File: src/rtl/pipe_pkg.sv
// Shared pipeline definitions: hazard FSM state encodings and register-file addressing.
package pipe_pkg;

    localparam int unsigned REG_ADDR_W = 5;
    localparam logic [REG_ADDR_W-1:0] REG_X0 = '0;

    typedef enum logic [1:0] {
        ST_RUN      = 2'd0,
        ST_MEM_WAIT = 2'd1,
        ST_REDIRECT = 2'd2
    } hz_state_e;

endpackage

File: src/rtl/hazard_lu_detect.sv
// Combinational load-use compare between the load in EX and the source operands of the
// instruction in ID. x0 is hard-wired zero and is never treated as a producer.
module hazard_lu_detect
    import pipe_pkg::*;
(
    input  logic [REG_ADDR_W-1:0] id_rs1,
    input  logic [REG_ADDR_W-1:0] id_rs2,
    input  logic                  id_uses_rs1,
    input  logic                  id_uses_rs2,
    input  logic [REG_ADDR_W-1:0] ex_rd,
    input  logic                  ex_mem_read,
    output logic                  lu_hit
);

    logic rs1_match;
    logic rs2_match;

    assign rs1_match = id_uses_rs1 && (ex_rd == id_rs1);
    assign rs2_match = id_uses_rs2 && (ex_rd == id_rs2);
    assign lu_hit    = ex_mem_read && (ex_rd != REG_X0) && (rs1_match || rs2_match);

endmodule

File: src/rtl/hazard_ctrl.sv
// Pipeline hazard controller: memory-wait stalls, taken-branch flushes with redirect bubbles,
// and load-use bubbles. Optional performance counters are enabled with HAZARD_PERF_EN.
module hazard_ctrl
    import pipe_pkg::*;
#(
    parameter int unsigned REDIRECT_BUBBLES = 1,
    parameter int unsigned CNT_W            = 3
) (
    input  logic                  clk,
    input  logic                  rst,
    input  logic [REG_ADDR_W-1:0] id_rs1,
    input  logic [REG_ADDR_W-1:0] id_rs2,
    input  logic                  id_uses_rs1,
    input  logic                  id_uses_rs2,
    input  logic [REG_ADDR_W-1:0] ex_rd,
    input  logic                  ex_mem_read,
    input  logic                  ex_br_taken,
    input  logic                  mem_req,
    input  logic                  mem_ready,
    output logic                  pc_stall,
    output logic                  if_id_stall,
    output logic                  if_id_flush,
    output logic                  id_ex_flush,
    output logic                  pipe_stall,
    output logic [1:0]            state_o
`ifdef HAZARD_PERF_EN
    ,
    output logic [31:0]           perf_lu_cnt,
    output logic [31:0]           perf_br_cnt,
    output logic [31:0]           perf_mw_cnt
`endif
);

    localparam logic [CNT_W-1:0] BUBBLES = CNT_W'(REDIRECT_BUBBLES);

    hz_state_e        state_q, state_d;
    logic [CNT_W-1:0] cnt_q, cnt_d;
    logic             lu_hit;
    logic             mem_stall;

    hazard_lu_detect u_lu_detect (
        .id_rs1      (id_rs1),
        .id_rs2      (id_rs2),
        .id_uses_rs1 (id_uses_rs1),
        .id_uses_rs2 (id_uses_rs2),
        .ex_rd       (ex_rd),
        .ex_mem_read (ex_mem_read),
        .lu_hit      (lu_hit)
    );

    assign mem_stall = mem_req && !mem_ready;

    always_comb begin
        // NOTE: every output and next-state signal gets a default first so no latch is inferred.
        state_d     = state_q;
        cnt_d       = cnt_q;
        pc_stall    = 1'b0;
        if_id_stall = 1'b0;
        if_id_flush = 1'b0;
        id_ex_flush = 1'b0;
        pipe_stall  = 1'b0;

        if (mem_stall) begin
            // Freeze everything, including a pending redirect count.
            pipe_stall  = 1'b1;
            pc_stall    = 1'b1;
            if_id_stall = 1'b1;
            state_d     = ST_MEM_WAIT;
        end else if (ex_br_taken) begin
            // Squash both younger instructions; a load-use stall on ID is moot.
            if_id_flush = 1'b1;
            id_ex_flush = 1'b1;
            if (REDIRECT_BUBBLES > 0) begin
                cnt_d   = BUBBLES;
                state_d = ST_REDIRECT;
            end else begin
                state_d = ST_RUN;
            end
        end else begin
            case (state_q)
                ST_MEM_WAIT: begin
                    state_d = (cnt_q != '0) ? ST_REDIRECT : ST_RUN;
                end
                ST_REDIRECT: begin
                    if_id_flush = 1'b1;
                    if (cnt_q <= CNT_W'(1)) begin
                        cnt_d   = '0;
                        state_d = ST_RUN;
                    end else begin
                        cnt_d = cnt_q - 1'b1;
                    end
                end
                default: begin
                    state_d = ST_RUN;
                    if (lu_hit) begin
                        pc_stall    = 1'b1;
                        if_id_stall = 1'b1;
                        id_ex_flush = 1'b1;
                    end
                end
            endcase
        end

        // NOTE: reset is synchronous, so it is folded into the next-state logic rather than the flop sensitivity.
        state_o = state_q;
        if (!rst) begin
            state_d     = ST_RUN;
            cnt_d       = '0;
            pc_stall    = 1'b0;
            if_id_stall = 1'b0;
            if_id_flush = 1'b0;
            id_ex_flush = 1'b0;
            pipe_stall  = 1'b0;
            state_o     = ST_RUN;
        end
    end

    // NOTE: sequential state uses non-blocking assignment so all flops update together.
    always_ff @(posedge clk) begin
        state_q <= state_d;
        cnt_q   <= cnt_d;
    end

`ifdef HAZARD_PERF_EN
    logic [31:0] perf_lu_q, perf_lu_d;
    logic [31:0] perf_br_q, perf_br_d;
    logic [31:0] perf_mw_q, perf_mw_d;

    // Events are recovered from the gated outputs: only a load-use bubble flushes ID/EX alone.
    always_comb begin
        perf_lu_d = perf_lu_q + {31'd0, id_ex_flush && !if_id_flush};
        perf_br_d = perf_br_q + {31'd0, id_ex_flush && if_id_flush};
        perf_mw_d = perf_mw_q + {31'd0, pipe_stall};
        if (!rst) begin
            perf_lu_d = '0;
            perf_br_d = '0;
            perf_mw_d = '0;
        end
    end

    always_ff @(posedge clk) begin
        perf_lu_q <= perf_lu_d;
        perf_br_q <= perf_br_d;
        perf_mw_q <= perf_mw_d;
    end

    assign perf_lu_cnt = perf_lu_q;
    assign perf_br_cnt = perf_br_q;
    assign perf_mw_cnt = perf_mw_q;
`endif

endmodule

File: config.mk
export PLATFORM = sky130hd
export DESIGN_NAME = hazard_ctrl
export DESIGN_NICKNAME = d
export VERILOG_FILES = /design/src/rtl/pipe_pkg.sv /design/src/rtl/hazard_lu_detect.sv /design/src/rtl/hazard_ctrl.sv
export SDC_FILE = /design/constraint.sdc
export NUM_CORES = 1
export LEC_CHECK = 0
export CORE_MARGIN = 4
export CORE_UTILIZATION = 35
export CTS_BUF_LIST = sky130_fd_sc_hd__clkbuf_4 sky130_fd_sc_hd__clkbuf_8
export DETAILED_ROUTE_END_ITERATION = 7
export GPL_TIMING_DRIVEN = 0
export PLACE_DENSITY = 0.77
export SYNTH_ARGS = -nofsm -noshare
export SYNTH_HDL_FRONTEND = slang
export SYNTH_SLANG_ARGS = --single-unit
File: constraint.sdc
create_clock -name clk -period 1.6 [get_ports clk]
set_clock_uncertainty 0.05 [all_clocks]
set_input_delay 0.16 -clock clk [delete_from_list [all_inputs] [get_ports clk]]
set_output_delay 0.16 -clock clk [all_outputs]
set_load 0.05 [all_outputs]
==> flow_metrics.py, run 1 <==
metrics = {
    "outcome": {
        "status": "complete, but fails checks",
        "violations": "setup timing",
    },
    "global_route": {
        "grt-ovfl-total": 0,
        "grt_max_degree": 10,
        "track_usage": 0.147,
        "grt_pass1_vias": 584,
        "antenna_found_initial": 0,
        "grt_pass1_wl_mm": 2.35,
    },
    "route": {
        "drtIter0Drc": 3,
        "wl_per_cell_um": 11.9,
        "dr.pass1.iters": 2,
        "vias": 620,
        "drtAntennaViolNets": 0,
        "avgViaCountPerCell": 5.21,
        "drc_errors": 0,
        "finalWirelength_mm": 1.42,
    },
    "sta": {
        "max_freq_mhz": 579,
        "max_slew_margin": 0.678,
        "finalHoldViolCount": 0,
        "finalSetupViolations": 3,
        "fin_ws_ns": -0.126,
        "finalCriticalPeriod_ns": 1.73,
        "slew_viol_final": 0,
        "tightest_slew_ns": 0.485,
        "rsz0062_at_grt": "yes",
        "fin_crit_sh": 1.08,
    },
    "worst_setup_path": {
        "path_cells": "buf_8 -> xor2_2 -> nor4_2 -> a32oi_2 -> o41ai_4 -> buf_6 -> buf_8",
        "slowest_stage": "o41ai_4",
        "required_ns": 1.39,
        "cp_common_cell": "buf_8",
        "cp_top_family": "compound AO/OA/AOI/OAI gates",
        "arrival_ns": 1.52,
        "worstSetupEndpointType": "primary output",
        "critPathBufInv": 3,
        "cpPeakStageDelay_ns": 0.34,
        "start_kind": "primary input",
        "crit_type": "in -> out",
        "crit_path_max_fanout": 2,
    },
    "finish": {
        "diodes": 0,
        "postLayoutCellArea_um2": 983,
        "area_growth_syn_to_layout_pct": 79.9,
        "fin_cells": 119,
        "fin_util": 0.661,
        "final_nets": 132,
        "drive_above_1_share": 0.427,
        "multi_input_area_um2": 514,
        "n_fill_cell": 146,
        "seq_area_um2": 103,
    },
    "flow_run": {
        "max-cap-violations": 0,
    },
    "placement": {
        "place_ws_ns": -1.19,
        "port_buffers": 29,
        "placed_area_um2": 895,
        "place_hpwl_mm": 1.17,
        "gp_congestion": 0.830,
        "dp_cells": 111,
    },
    "yosys": {
        "synth_nets": 94,
        "yosysUniqueCellTypes": 30,
        "synth_edf_count": 0,
        "ys.flop_type": "dfxtp_1",
        "seq_area_frac_synth": 0.183,
        "syn_area_per_cell_um2": 8.28,
        "synth-seq-cells": 5,
        "syn_area_um2": 547,
        "yosysWarnings": 0,
        "synth_cells": 66,
        "ys_async_sr_fraction": 0,
    },
    "clock_network": {
        "clk_latency_ns": 0.24,
        "cts_tree": "done",
        "cts_max_path_buffers": 2,
        "clkTransAtPathRegs_ns": 0.05,
        "cts_made_buffers": 3,
        "cts.sinks": 5,
        "hold_buffers": 0,
        "h-tree-depth": 1,
        "cts_root_buf": "clkbuf_4",
    },
    "floorplanning": {
        "core_mm2": 0.00149,
        "die_y_um": 47.5,
        "start_util": 0.367,
        "io_pins": 30,
        "die_w_um": 47.5,
        "rows": 14,
        "fp.dieArea_mm2": 0.00226,
    },
    "power": {
        "switchingPower_uw": 174,
        "p_total_uw": 526,
        "peakVddDrop_mv": 0.212,
        "p_int_uw": 352,
        "power.share.switching": 0.331,
        "leakage_nw": 0.458,
        "share_comb_of_total_power": 0.423,
        "clkPwrFrac": 0.315,
        "seqPwrFrac": 0.262,
        "p_per_area_mw_per_mm2": 535,
    },
    "hold_path": {
        "hp-class": "in -> reg",
    },
}
-- path summary, 6_finish.rpt --
check,slack (ns),to,cells after the start,startpoint
max,-0.13,pc_stall,7,id_rs2[2]
min,0.38,cnt_q[2],2,rst
max reg2reg,0.15,cnt_q[2],5,state_q[0]
min reg2reg,0.46,cnt_q[0],2,cnt_q[0]
-- metrics by stage --
stage | hold WS [ns] | setup TNS, ns
after floorplan | 0.238 | -0.430
after global placement | 0.436 | -5.25
after detailed placement | 0.452 | -5.38
after CTS | 0.393 | -0.311
after global routing | 0.399 | -0.626
final | 0.379 | -0.321
-- cells by family after synthesis --
| kind of cell | count (synthesis) | synth area share |
|---|---|---|
| AOI/OAI and AO/OA | 14 | 0.227 |
| xor gates and xnor gates | 10 | 0.160 |
| adders and majority gates | 5 | 0.114 |
| buffers and inverters | 7 | 0.0549 |
| DFF | 5 | 0.183 |
| and+or+nand+nor | 25 | 0.261 |
-- cell type report --
| class | instances | share of cell area |
|---|---|---|
| clock buffers | 4 | 0.0305 |
| multi-input cells | 54 | 0.523 |
| repair buffers | 33 | 0.288 |
| inverters | 6 | 0.0229 |
| flip-flops and latches | 5 | 0.104 |
| well taps | 16 | 0.0204 |
| plain buffers | 1 | 0.0115 |
-- layout by cell type (no fill, tap or decap), drive strengths merged, types with 2 or more instances in the layout --
master,instances
ha,5
nor3,2
dlygate4sd2,8
nor4,2
and2,4
nand2,6
clkdlybuf4s50,5
o41ai,2
nor2b,3
clkbuf,4
dfxtp,5
buf,21
nor2,3
nand2b,2
xor2,8
inv,6
o21ai,2
xnor2,2
-- synthesized netlist by cell type (all sizes together) (2+ instances only) --
cell type / number / area, um2
dfxtp: 5 / 100
inv: 6 / 22.5
and2: 4 / 25.0
nor2b: 3 / 18.8
o41ai: 2 / 32.5
nor3: 2 / 10.0
nand2b: 2 / 12.5
xnor2: 2 / 17.5
xor2: 8 / 70.1
o21ai: 2 / 10.0
nor4: 2 / 18.8
nor2: 3 / 11.3
ha: 5 / 62.6
nand2: 6 / 22.5
-- power groups by stage --
stage / combinational, mW / clock (mW) / sequential (mW)
floorplan: 0.114 / 0 / 0.138
global placement: 0.204 / 0 / 0.139
detailed placement: 0.207 / 0 / 0.140
CTS: 0.219 / 0.170 / 0.138
global route: 0.242 / 0.186 / 0.139
finish: 0.222 / 0.165 / 0.138
-- routing by layer --
layer,global-route usage,vias up,wire [um]
met1,0.167,285,536
met5,0,-,0
met4,0.0663,0,22
li1,-,308,-
met3,0.0376,2,144
met2,0.257,25,718
-- repair_timing --
action                     4_1_cts  5_1_grt
hold endpoints to repair         0        0
pin swaps                       16        2
gates resized for setup         99        5
buffers inserted                 2        2
setup endpoints to repair        9        7
cloned                           0        0
-- flip-flops by register name, summed over array words and instances, names as in the netlist --
register	flops
state_q	2
cnt_q	3
(Power assumes the default switching activity.)
==> run 2, diff against run 1 <==
--- a/config.mk
+++ b/config.mk
@@ -10,7 +10,9 @@
 export CTS_BUF_LIST = sky130_fd_sc_hd__clkbuf_4 sky130_fd_sc_hd__clkbuf_8
 export DETAILED_ROUTE_END_ITERATION = 7
 export GPL_TIMING_DRIVEN = 0
+export HOLD_SLACK_MARGIN = 0.08
 export PLACE_DENSITY = 0.77
+export RECOVER_POWER = 100
 export SYNTH_ARGS = -nofsm -noshare
 export SYNTH_HDL_FRONTEND = slang
 export SYNTH_SLANG_ARGS = --single-unit
==> flow_metrics.py, run 2 (same netlist as run 1, synthesis figures left out) <==
metrics = {
    "worst_setup_path": {
        "cpPeakStageDelay_ns": 0.34,
        "crit_type": "in -> out",
        "r2r-start": "cnt_q[1]",
        "rr_worst_depth": 6,
        "cp_top_family": "compound AO/OA/AOI/OAI gates",
        "worstSetupEndpointType": "primary output",
        "path_cells": "buf_8 -> xor2_2 -> nor4_2 -> a32oi_2 -> o41ai_4 -> buf_6 -> buf_8",
        "critPathBufInv": 3,
        "start_kind": "primary input",
        "crit_path_max_fanout": 2,
        "r2r_setup_slack_ns": 0.06,
        "required_ns": 1.39,
        "arrival_ns": 1.52,
        "cp_common_cell": "buf_8",
        "rr_endpoint": "state_q[1]",
        "slowest_stage": "o41ai_4",
    },
    "finish": {
        "mostFrequentLayoutCells": "dlygate4sd2_1, buf_4, xor2_1, buf_2",
        "drive_above_1_share": 0.408,
        "regMostFlops": "cnt_q",
        "layout_commonest_cell": "dlygate4sd2_1",
        "reg_top3": "cnt_q x3, state_q x2",
        "fin_util": 0.657,
        "diodes": 0,
        "largest_reg_flops": 3,
        "area_growth_syn_to_layout_pct": 78.9,
        "final_nets": 132,
        "fin_cells": 119,
    },
    "sta": {
        "max_slew_margin": 0.678,
        "tightest_slew_ns": 0.485,
        "finalHoldViolCount": 0,
        "max_freq_mhz": 579,
        "rsz0062_at_grt": "yes",
        "finalSetupViolations": 3,
        "fin_crit_sh": 1.08,
        "finalCriticalPeriod_ns": 1.73,
        "fin_ws_ns": -0.126,
        "holdWs_ns": 0.381,
        "slew_viol_final": 0,
    },
    "global_route": {
        "grt_pass1_wl_mm": 2.35,
        "busiest_layer": "met2",
        "grtUsageMet2": 0.257,
        "track_usage": 0.147,
        "grt_pass1_vias": 584,
        "grt-ovfl-total": 0,
        "antenna_found_initial": 0,
        "grt_max_degree": 10,
        "grt_use_met3": 0.0376,
        "met1_usage": 0.167,
    },
    "hold_path": {
        "hold_depth": 2,
        "hp-class": "in -> reg",
        "min_to": "cnt_q[2]",
        "hold_start": "rst",
    },
    "route": {
        "drtIter0Drc": 3,
        "avgViaCountPerCell": 5.13,
        "vias": 611,
        "wl_per_cell_um": 11.9,
        "dr.pass1.iters": 2,
        "drc_errors": 0,
        "finalWirelength_mm": 1.42,
        "drtAntennaViolNets": 0,
    },
    "placement": {
        "port_buffers": 29,
        "place_ws_ns": -1.19,
        "place_hpwl_mm": 1.17,
        "gp_congestion": 0.830,
        "dp_cells": 111,
    },
    "floorplanning": {
        "start_util": 0.367,
        "die_y_um": 47.5,
        "core_mm2": 0.00149,
        "rows": 14,
        "die_w_um": 47.5,
        "io_pins": 30,
        "fp.dieArea_mm2": 0.00226,
    },
    "clock_network": {
        "cts_root_buf": "clkbuf_4",
        "cts_tree": "done",
        "hold_buffers": 0,
        "cts_made_buffers": 3,
        "h-tree-depth": 1,
        "cts_max_path_buffers": 2,
        "clkTransAtPathRegs_ns": 0.05,
        "cts.sinks": 5,
        "clk_latency_ns": 0.24,
    },
    "outcome": {
        "violations": "setup timing",
        "status": "complete, but fails checks",
    },
    "power": {
        "peakVddDrop_mv": 0.212,
        "p_per_area_mw_per_mm2": 536,
        "p_total_uw": 524,
        "leakage_nw": 0.456,
    },
    "flow_run": {
        "max-cap-violations": 0,
    },
}
## run 2: cell types whose count changed in the layout (fill, tap and decap cells not counted), sizes merged
cell and change:
buf -1, clkbuf +1
## run 2: timing repair
item                       4_1_cts  5_1_grt
resized for setup               99        5
pin swaps                       16        2
setup buffers                    2        2
setup endpoints to repair        9        7
## run 2: power by group
group          total, mW  switching (mW)  internal [mW]
Clock              0.165          0.0540          0.111
Sequential         0.138         0.00606          0.132
Combinational      0.221           0.113          0.108
Total              0.524           0.173          0.351
## run 2: through the flow
step | cell area (um2) | setup TNS [ns]
6_report | 978 | -0.321
5_1_grt | 978 | -0.853
4_1_cts | 967 | -0.311
3_5_place_dp | 895 | -5.38
3_3_place_gp | 895 | -5.25
2_1_floorplan | 584 | -0.430
## run 2: worst max-delay path by stage
stage	startpoint	endpoint	slack (ns)	cells past startpoint
2_1_floorplan	ex_rd[4]	pc_stall	-0.32	5
3_3_place_gp	ex_rd[1]	pc_stall	-1.17	6
3_5_place_dp	ex_rd[1]	pc_stall	-1.19	6
4_1_cts	id_rs2[2]	pc_stall	-0.12	7
5_1_grt	id_rs2[2]	pc_stall	-0.22	7
6_report	id_rs2[2]	pc_stall	-0.13	7
## run 2: worst register-to-register path, delay by kind of cell, from the launching register on
kind / cells / cell delay [ns]
adder cells (fa/ha/maj): 1 / 0.20
AO/OA/AOI/OAI: 4 / 0.73
buffers and inverters: 1 / 0.09
flip-flops: 1 / 0.37
## run 2: layout make-up
cell class	count	area (um2)
inverter	6	22.5
clock buffer	4	30.0
multi-input combinational	54	510
timing repair buffer	33	283
fill	146	510
buffer	1	11.3
tap	16	20.0
sequential	5	101
## run 2: routing by layer
layer,part of all wire,vias to the layer above
met2,0.51,25
li1,-,307
met1,0.37,277
met5,0,-
met3,0.10,2
met4,0.016,0
==> run 3, diff against run 2 <==
==> constraint.sdc (replaced) <==
create_clock -name clk -period 1.5 [get_ports clk]
set_clock_uncertainty 0.05 [all_clocks]
set_input_delay 0.15 -clock clk [delete_from_list [all_inputs] [get_ports clk]]
set_output_delay 0.15 -clock clk [all_outputs]
set_load 0.05 [all_outputs]
==> flow_metrics.py, run 3 (same netlist as run 1, synthesis figures left out) <==
metrics = {
    "route": {
        "finalWirelength_mm": 1.51,
        "drtAntennaViolNets": 0,
        "vias": 629,
        "drc_errors": 0,
        "avgViaCountPerCell": 5.20,
        "drtIter0Drc": 3,
        "dr.pass1.iters": 2,
        "wl_per_cell_um": 12.5,
    },
    "floorplanning": {
        "die_w_um": 47.5,
        "start_util": 0.367,
        "core_mm2": 0.00149,
        "fp.dieArea_mm2": 0.00226,
        "io_pins": 30,
        "die_y_um": 47.5,
        "rows": 14,
    },
    "clock_network": {
        "cts_tree": "done",
        "clkTransAtPathRegs_ns": 0.05,
        "cts_root_buf": "clkbuf_4",
        "clk_latency_ns": 0.24,
        "h-tree-depth": 1,
        "cts_max_path_buffers": 2,
        "cts_made_buffers": 3,
        "cts.sinks": 5,
        "hold_buffers": 0,
    },
    "flow_run": {
        "max-cap-violations": 0,
    },
    "finish": {
        "drive_above_1_share": 0.514,
        "largest_reg_flops": 3,
        "regMostFlops": "cnt_q",
        "layout_commonest_cell": "buf_4",
        "n_fill_cell": 132,
        "reg_top3": "cnt_q x3, state_q x2",
        "area_growth_syn_to_layout_pct": 91.5,
        "final_nets": 134,
        "postLayoutCellArea_mm2": 0.00105,
        "fin_util": 0.703,
        "diodes": 0,
        "mostFrequentLayoutCells": "buf_4, buf_6, xor2_1, dlygate4sd2_1, buf_2",
    },
    "outcome": {
        "violations": "setup timing",
        "status": "complete, but fails checks",
    },
    "worst_setup_path": {
        "path_cells": "buf_8 -> xor2_2 -> nor4_2 -> a32oi_2 -> o41ai_4 -> buf_6 -> buf_8",
        "cp_common_cell": "buf_8",
        "crit_path_max_fanout": 2,
        "slowest_stage": "o41ai_4",
        "arrival_ns": 1.51,
        "crit_type": "in -> out",
        "required_ns": 1.30,
        "start_kind": "primary input",
        "rr_worst_depth": 7,
        "cpPeakStageDelay_ns": 0.34,
        "worstSetupEndpointType": "primary output",
    },
    "sta": {
        "holdWs_ns": 0.381,
        "fin_crit_sh": 1.14,
        "finalHoldViolCount": 0,
        "finalCriticalPeriod_ns": 1.71,
        "rsz0062_at_grt": "yes",
        "finalSetupViolations": 3,
        "slew_viol_final": 0,
        "tightest_slew_ns": 0.323,
        "max_freq_mhz": 586,
        "max_slew_margin": 0.785,
        "fin_ws_ns": -0.206,
    },
    "global_route": {
        "grt-ovfl-total": 0,
        "antenna_found_initial": 0,
        "track_usage": 0.150,
        "grt_max_degree": 10,
        "grt_pass1_wl_mm": 2.42,
        "grt_pass1_vias": 607,
    },
    "power": {
        "p_per_area_mw_per_mm2": 561,
        "leakage_nw": 0.464,
        "peakVddDrop_mv": 0.227,
    },
    "placement": {
        "gp_congestion": 0.830,
        "placed_area_um2": 895,
        "port_buffers": 29,
        "place_hpwl_mm": 1.17,
    },
    "hold_path": {
        "hp-class": "in -> reg",
        "hold_depth": 2,
    },
}
==> run 3: final timing paths <==
path	slack (ns)	start	endpoint
worst max-delay path	-0.21	id_rs2[2]	pc_stall
worst min-delay path	0.38	rst	cnt_q[2]
worst max register to register	0.05	cnt_q[1]	state_q[1]
worst min register to register	0.48	cnt_q[0]	cnt_q[0]
==> run 3: what timing repair did <==
item,CTS,global route
pin swaps,17,2
resized for setup,105,18
setup endpoints to repair,10,9
setup buffers,4,2
==> run 3: cell type report <==
type                       count  area, um2  share of cell area
clock buffer                   4       30.0              0.0287
inverter                       6       22.5              0.0215
buffer                         1       11.3              0.0108
timing repair buffer          35        307               0.293
multi-input combinational     54        554               0.529
sequential                     5        103              0.0980
tap                           16       20.0              0.0191
==> run 3: metal layers <==
metal,up-vias,global-route usage,part of all wire
met5,-,0,0
met4,0,0.0663,0.016
met3,2,0.0376,0.098
met2,27,0.262,0.52
met1,290,0.171,0.37
li1,310,-,-
==> run 3: power breakdown <==
| group | total, mW | internal (mW) | switching, mW |
|---|---|---|---|
| clock network | 0.178 | 0.119 | 0.0593 |
| registers | 0.151 | 0.141 | 0.00963 |
| logic | 0.259 | 0.129 | 0.129 |
| total | 0.587 | 0.389 | 0.198 |
==> run 3: critical path: cells and delay by family <==
kind | cells | cell delay (ns)
buf+inv | 3 | 0.38
simple gates | 1 | 0.28
xor+xnor | 1 | 0.17
compound gates | 2 | 0.52
==> run 3: stage by stage <==
step / worst slack [ns] / instances / power (mW) / TNS [ns]
global route: -0.302 / 121 / 0.634 / -0.967
CTS: -0.203 / 119 / 0.567 / -0.551
global placement: -1.25 / 111 / 0.366 / -6.00
detailed placement: -1.27 / 111 / 0.370 / -6.14
floorplan: -0.403 / 66 / 0.269 / -0.680
finish: -0.206 / 121 / 0.587 / -0.561
